<file path="src/rtl/caesar_digit_stepper_pkg.sv">
// Shared types and constants for the Caesar digit stepper.
package caesar_digit_stepper_pkg;

  localparam int BCD_W   = 4;
  localparam int BCD_MOD = 10;

  typedef enum logic {
    IDLE = 1'b0,
    RUN  = 1'b1
  } state_t;

  // Non-BCD input codes (10-15) are treated as the digit 0.
  function automatic logic [BCD_W-1:0] clean_digit(input logic [BCD_W-1:0] v);
    return (v >= BCD_W'(BCD_MOD)) ? '0 : v;
  endfunction

  // Shift amounts 10-15 wrap back into 0-5 so the shifter only sees 0-9.
  function automatic logic [BCD_W-1:0] fold_key(input logic [BCD_W-1:0] v);
    return (v >= BCD_W'(BCD_MOD)) ? BCD_W'(v - BCD_W'(BCD_MOD)) : v;
  endfunction

endpackage

</file>
<file path="src/rtl/caesar_digit_stepper_if.sv">
// Load-side digit handshake.
// Handshake: a digit transfers on a rising clock edge where in_valid=1 and
// in_ready=1; in_digit must be stable while in_valid is high, and in_ready
// may drop at any time without regard to in_valid.
interface caesar_digit_stepper_if;
  import caesar_digit_stepper_pkg::*;

  logic             in_valid;
  logic             in_ready;
  logic [BCD_W-1:0] in_digit;

  modport master (output in_valid, output in_digit, input in_ready);
  modport slave  (input in_valid, input in_digit, output in_ready);

endinterface

</file>
<file path="src/rtl/caesar_shift.sv">
// Combinational Caesar shift of one BCD digit, modulo 10.
module caesar_shift
  import caesar_digit_stepper_pkg::*;
(
  input  logic [BCD_W-1:0] digit,
  input  logic [BCD_W-1:0] key,
  input  logic             decrypt,
  output logic [BCD_W-1:0] shifted
);

  logic [BCD_W:0] sum;

  // Sum is one bit wider than a digit so d+k (<=18) and d+10-k (<=19) never wrap.
  always_comb begin
    if (decrypt) begin
      sum = {1'b0, digit} + (BCD_W+1)'(BCD_MOD) - {1'b0, key};
    end else begin
      sum = {1'b0, digit} + {1'b0, key};
    end
    if (sum >= (BCD_W+1)'(BCD_MOD)) begin
      shifted = BCD_W'(sum - (BCD_W+1)'(BCD_MOD));
    end else begin
      shifted = sum[BCD_W-1:0];
    end
  end

endmodule

</file>
<file path="src/rtl/caesar_digit_stepper.sv">
// Loads a short BCD message, then steps its Caesar-shifted digits out one per tick.
module caesar_digit_stepper
  import caesar_digit_stepper_pkg::*;
#(
  parameter int DEPTH = 8
) (
  input  logic                    CLOCK_50,
  input  logic                    reset,
  caesar_digit_stepper_if.slave   in_if,
  input  logic [BCD_W-1:0]        key,
  input  logic                    decrypt,
  input  logic                    start,
  input  logic                    tick,
  output logic [BCD_W-1:0]        bcd,
  output logic                    busy,
  output logic                    done,
  output state_t                  dbg_state
);

  localparam int AW = $clog2(DEPTH);
  localparam int CW = AW + 1;

  state_t           state;
  state_t           state_nx;
  logic [CW-1:0]    count;
  logic [CW-1:0]    rd_ptr;
  logic [BCD_W-1:0] buf_mem [DEPTH];
  logic [BCD_W-1:0] key_q;
  logic             dec_q;
  logic [BCD_W-1:0] shifted;

  logic xfer;
  logic go;
  logic step;
  logic finish;

  // Handshake and control strobes derived from the current state.
  always_comb begin
    in_if.in_ready = (state == IDLE) && (count < CW'(DEPTH));
    xfer           = in_if.in_valid && in_if.in_ready;
    // A digit arriving on the start cycle counts toward a non-empty message.
    go             = (state == IDLE) && start && ((count != '0) || xfer);
    step           = (state == RUN) && tick && (rd_ptr < count);
    finish         = (state == RUN) && tick && (rd_ptr == count);
  end

  // Next-state logic and state-derived outputs.
  always_comb begin
    state_nx  = state;
    busy      = (state == RUN);
    dbg_state = state;
    case (state)
      IDLE:    if (go)     state_nx = RUN;
      RUN:     if (finish) state_nx = IDLE;
      default: state_nx = IDLE;
    endcase
  end

  // State register.
  always_ff @(posedge CLOCK_50) begin
    if (reset) begin
      state <= IDLE;
    end else begin
      state <= state_nx;
    end
  end

  // Message buffer; contents are don't-care until written, so no reset.
  always_ff @(posedge CLOCK_50) begin
    if (xfer) begin
      buf_mem[count[AW-1:0]] <= clean_digit(in_if.in_digit);
    end
  end

  caesar_shift u_shift (
    .digit   (buf_mem[rd_ptr[AW-1:0]]),
    .key     (key_q),
    .decrypt (dec_q),
    .shifted (shifted)
  );

  // Counters, latched run settings, displayed digit and completion pulse.
  always_ff @(posedge CLOCK_50) begin
    if (reset) begin
      count  <= '0;
      rd_ptr <= '0;
      bcd    <= '0;
      done   <= 1'b0;
      key_q  <= '0;
      dec_q  <= 1'b0;
    end else begin
      done <= finish;
      if (xfer) begin
        count <= count + CW'(1);
      end
      if (go) begin
        key_q  <= fold_key(key);
        dec_q  <= decrypt;
        rd_ptr <= '0;
      end
      if (step) begin
        bcd    <= shifted;
        rd_ptr <= rd_ptr + CW'(1);
      end
      if (finish) begin
        count <= '0;
      end
    end
  end

endmodule

</file>
<file path="src/flat_wrapper.sv">
// flat-port wrapper written by rule: the top's interface ports become plain ports
module caesar_digit_stepper_flat import caesar_digit_stepper_pkg::*;
#(
  parameter int DEPTH = 8
)
  (CLOCK_50, reset, key, decrypt, start, tick, bcd, busy, done, dbg_state, in_if_in_valid, in_if_in_digit, in_if_in_ready);
  caesar_digit_stepper_if in_if_i ();
  input  logic CLOCK_50;
  input  logic reset;
  input  logic [BCD_W-1:0] key;
  input  logic decrypt;
  input  logic start;
  input  logic tick;
  output logic [BCD_W-1:0] bcd;
  output logic busy;
  output logic done;
  output state_t dbg_state;
  input wire logic [$bits(in_if_i.in_valid)-1:0] in_if_in_valid;
  input wire logic [$bits(in_if_i.in_digit)-1:0] in_if_in_digit;
  output wire logic [$bits(in_if_i.in_ready)-1:0] in_if_in_ready;
  assign in_if_i.in_valid = in_if_in_valid;
  assign in_if_i.in_digit = in_if_in_digit;
  assign in_if_in_ready = in_if_i.in_ready;
  caesar_digit_stepper #(.DEPTH(DEPTH)) u_core (.CLOCK_50(CLOCK_50), .reset(reset), .in_if(in_if_i), .key(key), .decrypt(decrypt), .start(start), .tick(tick), .bcd(bcd), .busy(busy), .done(done), .dbg_state(dbg_state));
endmodule
</file>
<file path="config.mk">
export PLATFORM = sky130hd
export DESIGN_NAME = caesar_digit_stepper_flat
export DESIGN_NICKNAME = d
export VERILOG_FILES = /design/src/rtl/caesar_digit_stepper_pkg.sv /design/src/rtl/caesar_digit_stepper_if.sv /design/src/rtl/caesar_shift.sv /design/src/rtl/caesar_digit_stepper.sv /design/src/flat_wrapper.sv
export SDC_FILE = /design/constraint.sdc
export NUM_CORES = 1
export LEC_CHECK = 0
export BUFFER_PORTS_ARGS = -buffer_cell sky130_fd_sc_hd__buf_2
export CAP_MARGIN = 20
export CORE_ASPECT_RATIO = 1.4
export CORE_UTILIZATION = 34
export DETAILED_ROUTE_END_ITERATION = 16
export REMOVE_ABC_BUFFERS = 1
export SLEW_MARGIN = 20
export SYNTH_ARGS = -nofsm -noshare
export SYNTH_HDL_FRONTEND = slang
export SYNTH_SLANG_ARGS = --single-unit
</file>
<file path="constraint.sdc">
create_clock -name CLOCK_50 -period 3.2 [get_ports CLOCK_50]
set_input_delay 0.32 -clock CLOCK_50 [delete_from_list [all_inputs] [get_ports CLOCK_50]]
set_output_delay 0.32 -clock CLOCK_50 [all_outputs]
set_load 0.02 [all_outputs]
</file>
# Yosys cells after proc, flatten, opt, wreduce, memory -nomap -nowiden
# Memory sizes are Yosys's and may differ from the RTL's. A register that Yosys moved wholly into a read port is not among the register bits.
# Index checks and enable logic that the tools add are counted.
# W data, S select, Z words.
op_classes:
  n_addsub: 7
  n_mul: 0
  div: 0
  order_cmp: 5
  eq_ne: 1
  shift: 0
  n_mux: 13
  bitwise: 1
  reduce_logical: 11
op_table:
  columns: ["operator", "n"]
  rows:
  - ["$mux W4", 5]
  - ["$add A4 B1 Y4 const B", 2]
  - ["$ge A4 B4 Y1 const B", 2]
  - ["$sub A4 B4 Y4 const B", 2]
  - ["$logic_and A1 B1 Y1", 7]
  - ["$mux W3", 2]
  - ["$add A4 B4 Y5", 1]
  - ["$add A4 B4 Y5 const B", 1]
  - ["$ge A5 B4 Y1 const B", 1]
  - ["$mux W5", 1]
  - ["$sub A5 B4 Y5", 1]
  - ["$eq A4 B4 Y1", 1]
  - ["$lt A4 B4 Y1", 1]
  - ["$lt A4 B4 Y1 const B", 1]
  - ["$mux W1", 4]
  - ["$reduce_bool A4 Y1", 1]
  - ["$pmux W1 S2", 1]
  - ["$reduce_bool A2 Y1", 1]
  - ["$reduce_or A2 Y1", 1]
  - ["$logic_or A1 B1 Y1", 1]
  - ["$not A1 Y1", 1]
totals:
  reg_bits: 19
  latchBits: 0
  ramBits: 32
  mem_bits_ro: 0
  inputBits: 14
  output_inout_bits: 8
  elab_cells: 46
  n_memories: 1
mem_list:
  columns: ["memory", "depth", "word_bits", "read_ports", "rd_clocked_by_memory_dff", "wr", "line", "rtl"]
  rows:
  - ["u_core.buf_mem", 8, 4, 1, 1, 1, "caesar_digit_stepper.sv:27", "logic [BCD_W-1:0] buf_mem [DEPTH];"]

# Logic depth before layout (Yosys ltp)
# Gate-level depths: netlist of the first run.
logic_depth:
  ltp_word: 9
  ltp_mapped: 15
  ltp_nobuf: 14

# By module
# From an unflattened synthesis of the first run, not the netlist that was laid out.
hier_totals:
  cells_unflattened: 234
  area_unflattened_um2: 2765.2
by_module_without_submodules:
  columns: ["module", "instances", "cells_each", "area_each_um2", "seq_area_each_um2"]
  rows:
  - ["caesar_digit_stepper", 1, 180, 2319.7, 1401.3]
  - ["caesar_shift", 1, 54, 445.4, 0.0]

# Least setup slack after synthesis of the first run
# No wires, ideal clock.
synth_path:
  path_kind: "flip-flop to flip-flop"
  startpoint: "reg (tool-made name)"
  endpoint: "reg u_core.bcd[2]"
  setup_ns: 0.120
  arrival_ns: 3.366
  required_time_ns: 3.080
  setup_slack_ns: -0.285
  stages_incl_launch_ff: 14
  path_buffers: 1
  period_less_slack_ns: 3.485
  path_cell_list: "dfxtp_1 > buf_2 > mux4_2 > mux2_2 > ha_1 > inv_1 > fa_1 > nand2_1 > o21ai_0 > ha_1 > a21bo_2 > a221oi_2 > nor4_1 > a211o_1"
synth_lines:
  columns: ["item", "line", "rtl"]
  rows:
  - ["end signal, assigned", "caesar_digit_stepper.sv:102", "bcd <= shifted;"]
  - ["end, declared", "caesar_digit_stepper.sv:14", "output logic [BCD_W-1:0] bcd,"]

==> results.md, run 1 <==
- Fin nets: 302
- Largest delay share family, worst path: adder cells
- RSZ-0062 raised after global routing: yes
- Final period util: 106.3%
- Maxcap violations: 0
- Largest stage delay, worst path: 510 ps
- Starting Density: 35.13%
- Mapped cell area: 0.002739 mm2
- Post-synth top area share: 35.08%
- Final ANT Viol Nets: 0
- Row count: 38
- Final Setup Violations: 3
- Routed len/inst: 13.64 um
- # diodes: 0
- Most frequent cell after synthesis: edfxtp_1
- Critical Path Stages: 15
- PwrDens: 458.8 mW/mm2
- Post-synth top area cell: edfxtp_1
- Slowest cell on crit path: mux4_2
- GP Congestion: 0.7469
- Top cells by area, synth: edfxtp_1, dfxtp_1, ha_1
- Final Hold Viols: 0
- Vias: 1741
- Post-synth top flop: edfxtp_1
- Worst-path maximum fanout: 6
- DRC viols: 0
- Clk buf depth: 2
- Status: complete, but fails checks
- Number of synthesized flops with an enable pin: 32
- Crit-path most repeated cell: ha_4
- Crit. End Element: flop
- Synth cell count leaders: edfxtp_1, nor2_1, dfxtp_1
- Fin util: 41.64%
- Pre-Repair DR Iteration Count: 4
- Die Height: 108.2 um
- Pint: 1.082 mW
- Hold_ws: 242.5 ps
- Root Driver: clkbuf_8
- Violated checks: negative setup slack
- Area of the core: 0.007797 mm2
- Layout cells sized above 1: 28.95%
- Cell chain of the critical path: buf_12 -> mux4_2 -> mux2i_4 -> ha_4 -> inv_4 -> ha_4 -> inv_2 -> fa_1 -> nand2_1 -> o21ai_2 -> ha_2 -> a21bo_4 -> a221oi_4 -> nor4_2 -> a211o_1
- Pin count of the biggest net entering global routing: 19
- Psw: 0.4082 mW
- YS warnings: 0
- Worst slew pin tran: 767.8 ps
- Async S/R FF share, synth: 0%
- Sequential area share after synthesis: 51.16%
- Arrival @ worst endpoint: 3610 ps
- Avg Cell Area, Syn: 11.96 um2
- Synth Instances: 229
- TritonCTS clock tree: yes
- Maximum clock frequency: 0.2939 GHz
- Final setup margin: -203.0 ps
- #FFs+latches synth: 54
- Final non-filler cell area: 0.003247 mm2
- Placed wire-length estimate: 3.915 mm
- DIE AREA: 0.008424 mm2
- R2R Setup Slk: -200 ps
- Die X: 77.86 um
- Critical Path RT: 3400 ps
- Area Growth Syn to Fin: 18.55%
- RR Endpoint: u_core.bcd[2]$_SDFFE_PP0P_
- TritonCTS Buffers: 5
- Max_slew headroom: 48.70%
- Flop pwr share: 51.9%
- Global-route usage over all layers: 13.34%
- Routed wire length: 4.992 mm
- WP buf/inv: 3
- # clock sinks: 54
- Distinct cells, synth: 44
- Hold Buf Count CTS: 0
- Leakage: 1.211 nW
- Initial antenna violation count: 0
- WS Path Type: flop to flop
- Worst vdd ir: 0.0002193 V
- Hold Path Class: input port to flop
- Combinational power share: 23.1%
- Post-DP Area: 0.003029 mm2
- Vias in the first global route: 1761
- First-pass GRT wire length: 8.411 mm
- Critical path startpoint category: flop
- Clock Power Share: 25.0%
- Port buffer count: 21
- Total gr overflow: 0
- Sw Ratio: 27.40%
- R2R depth: 15
- Num ports: 22
- H-Tree Depth: 2
- Slew Limit Fails: 0
- Clk_skew: 11.77 ps
- Final min period: 3403 ps
- Clock-pin slew of the registers on the worst-case setup and hold paths: 100 ps
- Worst-skew pair later-pin latency: 300 ps
- Routed vias/inst: 4.757
- Critical path endpoint: u_core.bcd[2]$_SDFFE_PP0P_
- 1st-iter DRT viols: 46
## worst reg2reg max path: cells and delay by family, from the launching register on
kind | cells | cell delay (ps)
multiplexers | 2 | 720
adder cells (fa/ha/maj) | 4 | 1040
AND/OR/NAND/NOR | 2 | 120
buffers and inverters | 3 | 190
flip-flops | 1 | 350
AO/OA/AOI/OAI | 4 | 870
## how the worst min path moves through the flow
stage | end | cells after the start | slack (ps) | start
finish | u_core.dec_q$_SDFFE_PP0P_ | 3 | 240 | decrypt
global route | u_core.dec_q$_SDFFE_PP0P_ | 3 | 270 | decrypt
CTS | u_core.dec_q$_SDFFE_PP0P_ | 3 | 240 | decrypt
detailed placement | u_core.bcd[3]$_SDFFE_PP0P_ | 2 | 480 | u_core.bcd[3]$_SDFFE_PP0P_
global placement | u_core.bcd[3]$_SDFFE_PP0P_ | 2 | 470 | u_core.bcd[3]$_SDFFE_PP0P_
floorplan | u_core.bcd[1]$_SDFFE_PP0P_ | 1 | 380 | reset
## per-stage QoR
step | setup slack (ps) | power, mW | TNS [ps] | cells
after floorplan | -384.5 | 0.9869 | -770.5 | 221
after global placement | -261.6 | 1.079 | -613.9 | 354
after detailed placement | -364.7 | 1.083 | -898.0 | 354
after CTS | -244.9 | 1.479 | -540.7 | 366
after global routing | -373.6 | 1.566 | -1070 | 366
final | -203.0 | 1.490 | -505.4 | 366
## sequential cells by signal, summed over array words and instances (netlist names), named ones only
signal and count:
u_core.buf_mem 32, u_core.bcd 4, u_core.count 4, u_core.key_q 4, u_core.rd_ptr 4, u_core.busy 1, u_core.dec_q 1, u_core.done 1
## power groups by stage
stage	clock network [mW]	logic, mW	registers (mW)
floorplan	0	0.196	0.791
global placement	0	0.291	0.788
detailed placement	0	0.295	0.788
CTS	0.380	0.326	0.773
global route	0.407	0.383	0.777
finish	0.372	0.344	0.773
## repair_timing
action                     in CTS  in global routing
setup endpoints to repair       3                  3
pin swaps                       2                  6
gates resized for setup         9                 12
setup buffers                   4                  0
## layout make-up
cell class / instances / area, um2
Clock buffer: 6 / 72.57
Inverter: 20 / 77.57
Sequential cell: 54 / 1403
Tap cell: 100 / 125.1
Fill cell: 755 / 4551
Timing Repair Buffer: 37 / 237.7
Clock inverter: 2 / 13.76
Multi-Input combinational cell: 147 / 1318
## cell families (layout without fill, tap and decap cells)
kind of cell	count (synthesis)	in the layout	synth area share, %
AND/OR/NAND/NOR	74	74	13.84
flip-flops	54	54	51.16
buffers and inverters	28	65	4.294
AO/OA/AOI/OAI	26	26	7.309
adder cells (fa/ha/maj)	23	23	11.06
multiplexers	17	17	10.10
XOR/XNOR	7	7	2.239
## routing by layer
layer  track usage, %  part of all wire [%]  up-vias
li1                 -                     -      888
met1            13.58                    38      831
met2            26.11                    58       17
met3            2.532                   1.9        5
met4            5.660                   1.5        0
met5                0                     0        -
## cell usage in the layout, fill, tap and decap left out, types with 3 or more instances in the layout
master,n
a21oi_1,9
buf_2,21
buf_4,15
clkbuf_8,5
dfxtp_1,21
edfxtp_1,32
ha_1,16
ha_4,3
inv_1,18
mux2i_1,4
mux4_2,8
nand2_1,11
nand2b_1,5
nand3_1,7
nor2_1,26
nor2b_1,5
nor3_1,6
nor3b_1,4
xnor2_1,4
No activity file was read; power rests on OpenSTA's default activity.
==> run 2: changes to the inputs <==
Settings changed: ABC_AREA set to 1.
==> run 2 against run 1 <==
Final cell count is 22% higher. Highest routed layer unchanged. The run ends with design-rule violations left. Flip-flop and latch count unchanged. Clock-buffer cell count decreased by 1. First-iteration DRC count grew 83%. Largest cell class unchanged. Non-clock buffer count down 7.
==> results.md, run 2 <==
- Final non-filler cell area: 0.003307 mm2
- WHS Path Cells: 2
- Clock-pin slew of the registers on the worst-case setup and hold paths: 70 ps
- Most frequent cell after synthesis: nor2_1
- Commonest non-fill, non-tap cell in the layout: nor2_1
- 1st-iter DRT viols: 84
- Final period util: 93.16%
- First-pass GRT wire length: 8.887 mm
- Total gr overflow: 0
- Synth Instances: 313
- Number of synthesized flops with an enable pin: 32
- Crit. End Element: flop
- H-Tree Depth: 2
- Critical path startpoint category: flop
- Hold_ws: 283.5 ps
- Fin nets: 381
- Setup TNS: 0 ps
- RR Endpoint: u_core.bcd[2]$_SDFFE_PP0P_
- Most frequent cells in the layout: nor2_1, inv_1, nand2_1
- Global-route usage over all layers: 13.24%
- R2R depth: 21
- Vias: 2131
- Leakage: 1.410 nW
- Post-synth top area cell: edfxtp_1
- Avg Cell Area, Syn: 9.042 um2
- Maximum clock frequency: 0.3354 GHz
- Slew Limit Fails: 0
- Met1 WL: 2.323 mm
- TritonCTS clock tree: yes
- Starting Density: 34.94%
- Clk_skew: 3.863 ps
- Final setup margin: 218.7 ps
- HP Start: reset
- Hold Path Class: input port to flop
- Worst-skew pair later-pin latency: 290 ps
- Placed wire-length estimate: 4.136 mm
- R2R Setup Slk: 220 ps
- Top cells by area, synth: edfxtp_1, dfxtp_1, ha_1
- Pre-CTS setup slack: 36.86 ps
- Routed wire length: 5.530 mm
- Hold Buf Count CTS: 0
- Pre-Repair DR Iteration Count: 10
- WS Path Type: flop to flop
- Worst slew pin tran: 536.8 ps
- Worst vdd ir: 0.0002336 V
- Final Setup Violations: 0
- DIE AREA: 0.008699 mm2
- Routed len/inst: 12.37 um
- Worst hold path endpoint: u_core.done$_SDFF_PP0_
- GP Congestion: 0.8015
- Highest Signal Layer: met4
- TritonCTS Buffers: 5
- Post-synth top flop: edfxtp_1
- Violated checks: design-rule violations
- Post-DP Area: 0.003035 mm2
- Root Driver: clkbuf_16
- Sequential area share after synthesis: 49.51%
- #FFs+latches synth: 54
- Fill cells: 848
- Pin count of the biggest net entering global routing: 19
- Final min period: 2981 ps
- Area Growth Syn to Fin: 16.84%
- Synth cell count leaders: nor2_1, inv_1, nand2_1
- Async S/R FF share, synth: 0%
- Vias in the first global route: 1986
- Final ANT Viol Nets: 0
- Critical Path RT: 3380 ps
- Routed vias/inst: 4.767
- Status: complete, but fails checks
- Layout cells sized above 1: 20.29%
- Num ports: 22
- Final Hold Viols: 0
- Row count: 39
- YS warnings: 0
- Distinct cells, synth: 37
- Arrival @ worst endpoint: 3170 ps
- PwrDens: 541.4 mW/mm2
- Post-synth top area share: 33.95%
- Maxcap violations: 0
- Mapped cell area: 0.002830 mm2
- Die Height: 110.0 um
- Max_slew headroom: 64.08%
- # clock sinks: 54
- WL met2: 2.999 mm
- Clk buf depth: 2
- # diodes: 0
- Worst-path maximum fanout: 10
- Initial antenna violation count: 0
- Port buffer count: 21
- DRC viols: 2
- Die X: 79.11 um
- Routed wl met3: 121 um
- Area of the core: 0.008100 mm2
- Max reg flops: 32
==> run 2: timing repair <==
action	CTS	global route
gates resized for setup	0	21
endpoints found under the setup margin	0	3
buffers inserted	0	7
endpoints found under the hold margin	0	0
==> run 2: cells by family (layout without fill, tap and decap cells) <==
logic type,count (synthesis),in the layout,share of synthesized area [%]
muxes,1,1,0.3978
DFF,54,54,49.51
and+or+nand+nor,126,126,20.51
buffers and inverters,58,90,8.444
adders and majority gates,23,23,10.70
AOI/OAI and AO/OA,51,51,10.43
==> run 2: worst max-delay path: stages (launching register included) <==
cell and delay (ps):
dfxtp_4 370, buf_8 140, clkinv_8 60, nor2_1 40, o32ai_1 250, inv_1 90, o21ai_2 170, inv_2 60
ha_4 260, inv_2 30, ha_2 180, inv_2 50, fa_1 400, nand2_1 90, nand2_2 80, ha_4 160
nand2_2 60, nand3_2 110, nand3_2 90, nand2_1 50, nor2_1 100, nor2_1 40
==> run 2: layout make-up <==
| cell class | instances | area, um2 | area share [%] |
|---|---|---|---|
| clock buffers | 5 | 125.1 | 3.784 |
| clock inverters | 3 | 25.02 | 0.7567 |
| inverters | 52 | 207.7 | 6.281 |
| multi-input cells | 201 | 1232 | 37.27 |
| flip-flops and latches | 54 | 1409 | 42.60 |
| well taps | 102 | 127.6 | 3.859 |
| repair buffers | 30 | 180.2 | 5.448 |
==> run 2: where the power goes <==
part	switching (mW)	internal (mW)	total (mW)
Combinational	0.276	0.183	0.459
Sequential	0.0236	0.767	0.790
Clock	0.247	0.294	0.542
Total	0.546	1.24	1.79
==> run 2: worst max path at each step <==
| stage | from | end | slack, ps | depth (start not counted) |
|---|---|---|---|---|
| 6_report | flop | u_core.bcd[2]$_SDFFE_PP0P_ | 220 | 21 |
| 5_1_grt | flop | u_core.bcd[1]$_SDFFE_PP0P_ | -6 | 21 |
| 4_1_cts | flop | u_core.bcd[2]$_SDFFE_PP0P_ | 20 | 20 |
| 3_5_place_dp | flop | u_core.bcd[2]$_SDFFE_PP0P_ | 40 | 19 |
| 3_3_place_gp | flop | u_core.bcd[1]$_SDFFE_PP0P_ | 90 | 19 |
| 2_1_floorplan | flop | u_core.bcd[2]$_SDFFE_PP0P_ | 140 | 19 |
==> run 2: through the flow <==
stage / cells / total power [mW] / util (%)
after global routing: 447 / 1.896 / 40.82
final: 447 / 1.791 / 40.82
after floorplan: 307 / 1.120 / -
after CTS: 440 / 1.765 / 39.33
after global placement: 432 / 1.214 / 37.47
after detailed placement: 432 / 1.224 / 37.47
==> run 2: per-layer routing <==
layer / GRT usage, % / vias up
met1: 14.79 / 991
met2: 25.49 / 35
met3: 1.743 / 6
li1: - / 1099
met4: 4.286 / 0
met5: 0 / -
